`src/rtl/bp_fpga_host_nbf_deserializer.sv`:
```
// bp_fpga_host_nbf_deserializer: assembles UART bytes into NBF packets, dropping partials on error/timeout
`timescale 1ns/1ps
module bp_fpga_host_nbf_deserializer #(
  parameter int nbf_addr_width_p   = 40,
  parameter int nbf_data_width_p   = 64,
  parameter int nbf_opcode_width_p = 8,
  parameter int timeout_cycles_p   = 1000000,
  localparam int nbf_width_lp = nbf_opcode_width_p + nbf_addr_width_p + nbf_data_width_p
)(
  input  logic                    clk_i,
  input  logic                    reset_i,
  input  logic [7:0]              byte_i,
  input  logic                    byte_v_i,
  input  logic                    byte_err_i,
  output logic                    byte_ready_and_o,
  output logic [nbf_width_lp-1:0] nbf_o,
  output logic                    nbf_v_o,
  input  logic                    nbf_ready_and_i,
  output logic [7:0]              drop_count_o,
  output logic                    error_o
);
  localparam int nbf_bytes_lp = nbf_width_lp / 8;
  localparam int cw_lp = $clog2(nbf_bytes_lp);
  localparam int tw_lp = $clog2(timeout_cycles_p);
  localparam logic [cw_lp-1:0] last_lp = cw_lp'(nbf_bytes_lp - 1);
  localparam logic [tw_lp-1:0] tmax_lp = tw_lp'(timeout_cycles_p - 1);
  logic [cw_lp-1:0] cnt_q, cnt_d;
  logic [tw_lp-1:0] timer_q, timer_d;
  logic [nbf_width_lp-1:0] asm_q, asm_d, nbf_q, nbf_d;
  logic nbf_v_q, nbf_v_d, err_q, err_d;
  logic [7:0] drop_q, drop_d;
  logic accept, store, final_byte, timeout, drop;
  // Only the final byte can stall: it needs the output register free (or freeing this cycle).
  assign byte_ready_and_o = ~((cnt_q == last_lp) & nbf_v_q & ~nbf_ready_and_i);
  always_comb begin
    accept = byte_v_i & byte_ready_and_o;
    store = accept & ~byte_err_i;
    final_byte = store & (cnt_q == last_lp);
    timeout = ~accept & (cnt_q != '0) & (timer_q == tmax_lp);
    drop = (accept & byte_err_i) | timeout;
    asm_d = asm_q;
    if (store) asm_d[8*cnt_q +: 8] = byte_i;
    cnt_d = (drop | final_byte) ? '0 : store ? cnt_q + 1'b1 : cnt_q;
    timer_d = (accept | drop | (cnt_q == '0)) ? '0 : timer_q + 1'b1;
    nbf_v_d = final_byte | (nbf_v_q & ~nbf_ready_and_i);
    nbf_d = final_byte ? {asm_d[0 +: nbf_opcode_width_p],
                          asm_d[nbf_opcode_width_p +: nbf_addr_width_p],
                          asm_d[nbf_width_lp-1 -: nbf_data_width_p]} : nbf_q;
    drop_d = (drop & (drop_q != 8'hff)) ? drop_q + 8'd1 : drop_q;
    err_d = err_q | drop;
  end
  always_ff @(posedge clk_i) begin
    if (reset_i) begin
      cnt_q   <= '0;
      timer_q <= '0;
      asm_q   <= '0;
      nbf_q   <= '0;
      nbf_v_q <= 1'b0;
      drop_q  <= '0;
      err_q   <= 1'b0;
    end else begin
      cnt_q   <= cnt_d;
      timer_q <= timer_d;
      asm_q   <= asm_d;
      nbf_q   <= nbf_d;
      nbf_v_q <= nbf_v_d;
      drop_q  <= drop_d;
      err_q   <= err_d;
    end
  end
  assign nbf_o = nbf_q;
  assign nbf_v_o = nbf_v_q;
  assign drop_count_o = drop_q;
  assign error_o = err_q;
endmodule
```
`config.mk`:
```
export PLATFORM = sky130hd
export DESIGN_NAME = bp_fpga_host_nbf_deserializer
export DESIGN_NICKNAME = d
export VERILOG_FILES = /design/src/rtl/bp_fpga_host_nbf_deserializer.sv
export SDC_FILE = /design/constraint.sdc
export NUM_CORES = 1
export LEC_CHECK = 0
export CAP_MARGIN = 40
export CORE_ASPECT_RATIO = 1.4
export CORE_MARGIN = 2
export CORE_UTILIZATION = 40
export DETAILED_ROUTE_END_ITERATION = 7
export PLACE_DENSITY = 0.69
export SLEW_MARGIN = 40
export SYNTH_ARGS = -nofsm -noshare
export SYNTH_HDL_FRONTEND = slang
export SYNTH_SLANG_ARGS = --single-unit
```
`constraint.sdc`:
```
create_clock -name clk_i -period 5.3 [get_ports clk_i]
set_input_delay 1.59 -clock clk_i [delete_from_list [all_inputs] [get_ports clk_i]]
set_output_delay 1.59 -clock clk_i [all_outputs]
set_load 0.01 [all_outputs]
```
Word level (Yosys, flattened, before mapping):

Index checks and enable logic that the tools add are counted.

* register bits: 258
* bits of input ports: 13

* $add $sub $neg: 4
* eq/ne operators: 3
* shift-type cells: 2
* mux-type cells: 2
* bitwise gates (word level): 20
* reduce and logical (&&, ||, !) cells: 4

Operator list (number)
* $bwmux 112: 1
* $mux 112: 1
* $shift 8x34->112 const A: 1
* $shiftx 8x34->112: 1
* $neg 7->34: 1
* $add 20x1->20 const B: 1
* $eq 20x20->1 const B: 1
* $and 1x1->1: 10
* $add 8x1->8 const B: 1
* $ne 8x8->1 const B: 1
* $or 1x1->1: 6
* $add 4x1->4 const B: 1
* $eq 4x4->1 const B: 1
* $logic_not 4->1: 1
* $not 1->1: 4
* $reduce_bool 4->1: 1
* $reduce_or 2->1: 2

Longest topological paths before layout:

* depth in word-level cells: 12
* gate-level depth with buffers: 10
* mapped depth without buffers: 7

Worst setup path before layout:

OpenSTA, ideal clock, no wires.

* kind: input port to output port
* from: input nbf_ready_and_i
* to: output byte_ready_and_o
* arrival: 1.966 ns
* required time: 3.710 ns
* setup slack: 1.744 ns
* cell stages on the path: 2
* cell sequence: nor2b_1 -> nand2_1

* word-level cells in the longest chain between the ends: 3

Ends and longest elaborated chain
* start, declared: RTL line 18 `input logic nbf_ready_and_i,`
* $not 1->1: RTL line 34 `assign byte_ready_and_o = ~((cnt_q == last_lp) & nbf_v_q & ~nbf_ready_and_i);`
* $and 1x1->1: RTL line 34
* $not 1->1: RTL line 34
* end, declared: RTL line 15 `output logic byte_ready_and_o,`

Every way passes these cells.

Worst setup path in the final report:

Ends and elaborated chain as after synthesis.

==> results.yml <==
synth:
  synth_xor_area_share_pct: 1.65
  synthAdderAreaFrac_pct: 0.787
  syn_inst: 979
  synth_top_family_by_area: "simple AND/OR/NAND/NOR gates"
  ys_seq_area_share_pct: 54.2
  synthDistinctLibCells: 45
  ys_seq_elements: 258
  ys_warn_count: 0
  avgSynthCellArea_um2: 9.74
  synth_area_um2: 9530
  synth-compound-area-share_pct: 10.3
  synth_simple_gate_area_share_pct: 17.2
  synthMuxAreaShare_pct: 12.3
  syn_nets: 998
cells_and_area:
  diodes: 0
  fin_nets: 1093
  final_common_cell: "dfxtp_1"
  drive_gt1_share_pct: 6.50
  final_cell_area_um2: 11800
  final_cell_mix: "dfxtp_1, nor2_1, clkdlybuf4s50_1, mux2i_1, a211oi_1"
  syn_to_final_growth_pct: 24.1
clock_tree:
  clkLatencyLatePin_ps: 510
  ctsHoldBuffers: 0
  cts_buffer_depth: 3
  postCtsSetupBuffers: 0
  htree_levels: 1
  clock-sinks: 258
  numCtsBuffers: 25
  cts_resized: 0
  root_buffer: "clkbuf_16"
  tritoncts: "done"
  clk_pin_slew_ps: 60
floorplan:
  die_height_um: 187
  row_count: 66
  ioPinCount: 136
  start_util_pct: 40.8
  fp.dieW_um: 134
  core_um2: 23400
  die-area_um2: 25100
timing:
  worstMarginPinSlew_ps: 819
  setup_viol: 0
  relSlewSlack_pct: 45.0
  finClkSkew_ps: 12.2
  setup_tns_ps: 0
  fmax_ghz: 0.221
  fin_crit_sh_pct: 85.5
  slew_violations: 0
  hold_viol_final: 0
  fin_ws_ps: 767
  rsz0062_at_grt: "false"
  final.min_clock_period_ps: 4530
routing:
  antenna_left: 0
  drtIter0Drc: 411
  avgViaCountPerCell: 5.03
  drtPass1Iterations: 4
  avgRoutedWirePerCell_um: 15.9
  vias: 7026
  wl_mm: 22.2
  drc: 0
critical_path:
  slowest_delay_ps: 490
  crit_arrival_ps: 2940
  worstPathCellList: "clkdlybuf4s50_1 > nor2b_1 > nand2_1 > clkdlybuf4s50_1"
  path_class: "in2out"
  cp.required_ps: 3710
  crit_top_cell: "clkdlybuf4s50_1"
  crit_fanout: 4
  crit_slowest_cell: "clkdlybuf4s50_1"
  crit_path_end_kind: "output pin"
  start_kind: "primary input"
pwr:
  p_leak_nw: 4.50
  power_density_nw_per_um2: 323
  ir_drop_mv: 0.260
outcome:
  status: "finished, final reports clean"
placement:
  gp_congestion: 0.853
  dpl.hpwl_mm: 13.9
  portBuffers: 135
  pre_cts_slack_ps: 830
  place_area_um2: 11000
job:
  cap_violations: 0
grt:
  grt_pass1_wl_mm: 35.2
  grt_pass1_vias: 6608
  grt-ovfl-total: 0
  grt_start_max_net_pins: 127
  grtUsageTotal_pct: 17.3
  antenna_found_initial: 0
min_path:
  hold_path.class: "reg2reg"
==> report_power, final <==
group	total [mW]	internal, mW	leakage (nW)	switching (mW)
logic	0.108	0.0281	2.02	0.0803
clock network	1.76	1.02	0.398	0.738
registers	1.95	1.94	2.08	0.00562
total	3.82	3.00	4.50	0.824
==> final timing paths <==
kind / startpoint / end / slack, ps / depth (start not counted)
setup reg to reg: cnt_q[1] / nbf_o[43] / 2340 / 7
setup / recovery: nbf_ready_and_i / byte_ready_and_o / 770 / 4
hold / removal: asm_q[0] / nbf_o[104] / 450 / 2
hold reg to reg: asm_q[0] / nbf_o[104] / 450 / 2
==> metal layers <==
layer  routed length (um)  share of wire [%]  vias to the layer above  GRT usage, %
li1                     -                  -                     3558             -
met1                10000                 45                     3325          22.2
met2                11000                 49                      111          29.9
met3                  757                3.4                       32          2.55
met4                  478                2.2                        0          4.82
met5                    0                  0                        -             0
==> flip-flops by register name, summed over array words and instances, names as in the netlist <==
name          flops
asm_q           112
cnt_q             4
drop_count_o      8
error_o           1
nbf_o           112
nbf_v_o           1
timer_q          20
==> logic make-up after synthesis <==
family	Yosys count
buf+inv	80
fa+ha+maj	6
simple gates	362
flops	258
mux	117
compound gates	138
xor+xnor	18
==> final cells by class <==
class                           count  area, um2
Clock buffer                       33        696
Tap cell                          306        383
Timing Repair Buffer              139       1390
Multi-Input combinational cell    641       4040
Sequential cell                   258       5160
Clock inverter                     12        121
Inverter                            9       33.8
Fill cell                        2158      11500
==> cells in the mapped netlist, drive strengths merged <==
library cell    n  share of area, %
nand2b          5              0.33
or3             4              0.26
nand3          16              0.94
buf            20               1.2
nor2          253                10
o21ai           9              0.47
and4            5              0.46
xnor2          11               1.0
ha              6              0.79
a21oi          19               1.0
mux2i         113                12
and3            8              0.52
nor4            6              0.71
nand3b          2              0.16
nor3b           2              0.16
o21a            1             0.079
nor2b           5              0.33
o31a            1             0.092
inv             9              0.35
a2111oi         1             0.092
dfxtp         258                54
nor4b           1             0.092
or2             1             0.066
nand2          30               1.2
a211oi        105               8.4
nor3            8              0.42
xor2            7              0.64
or4b            1              0.10
mux2            4              0.47
a311oi          1             0.092
nand4b          1             0.092
nand4          13               1.3
clkbuf         51               2.0
and2            1             0.066
o21ba           1              0.10
==> critical path, delay by kind of cell <==
kind / cells / cell delay, ps
buffers and inverters: 2 / 910
and+or+nand+nor: 2 / 440
==> stage by stage <==
step | instances | power (mW) | hold slack (ps) | utilization, %
CTS | 1398 | 3.86 | 454 | 50.6
global route | 1398 | 3.94 | 468 | 50.6
finish | 1398 | 3.82 | 450 | 50.6
detailed placement | 1353 | 2.10 | 447 | 47.1
global placement | 1353 | 2.10 | 438 | 47.2
floorplan | 979 | 2.06 | 426 | -
(Power assumes the default switching activity.)
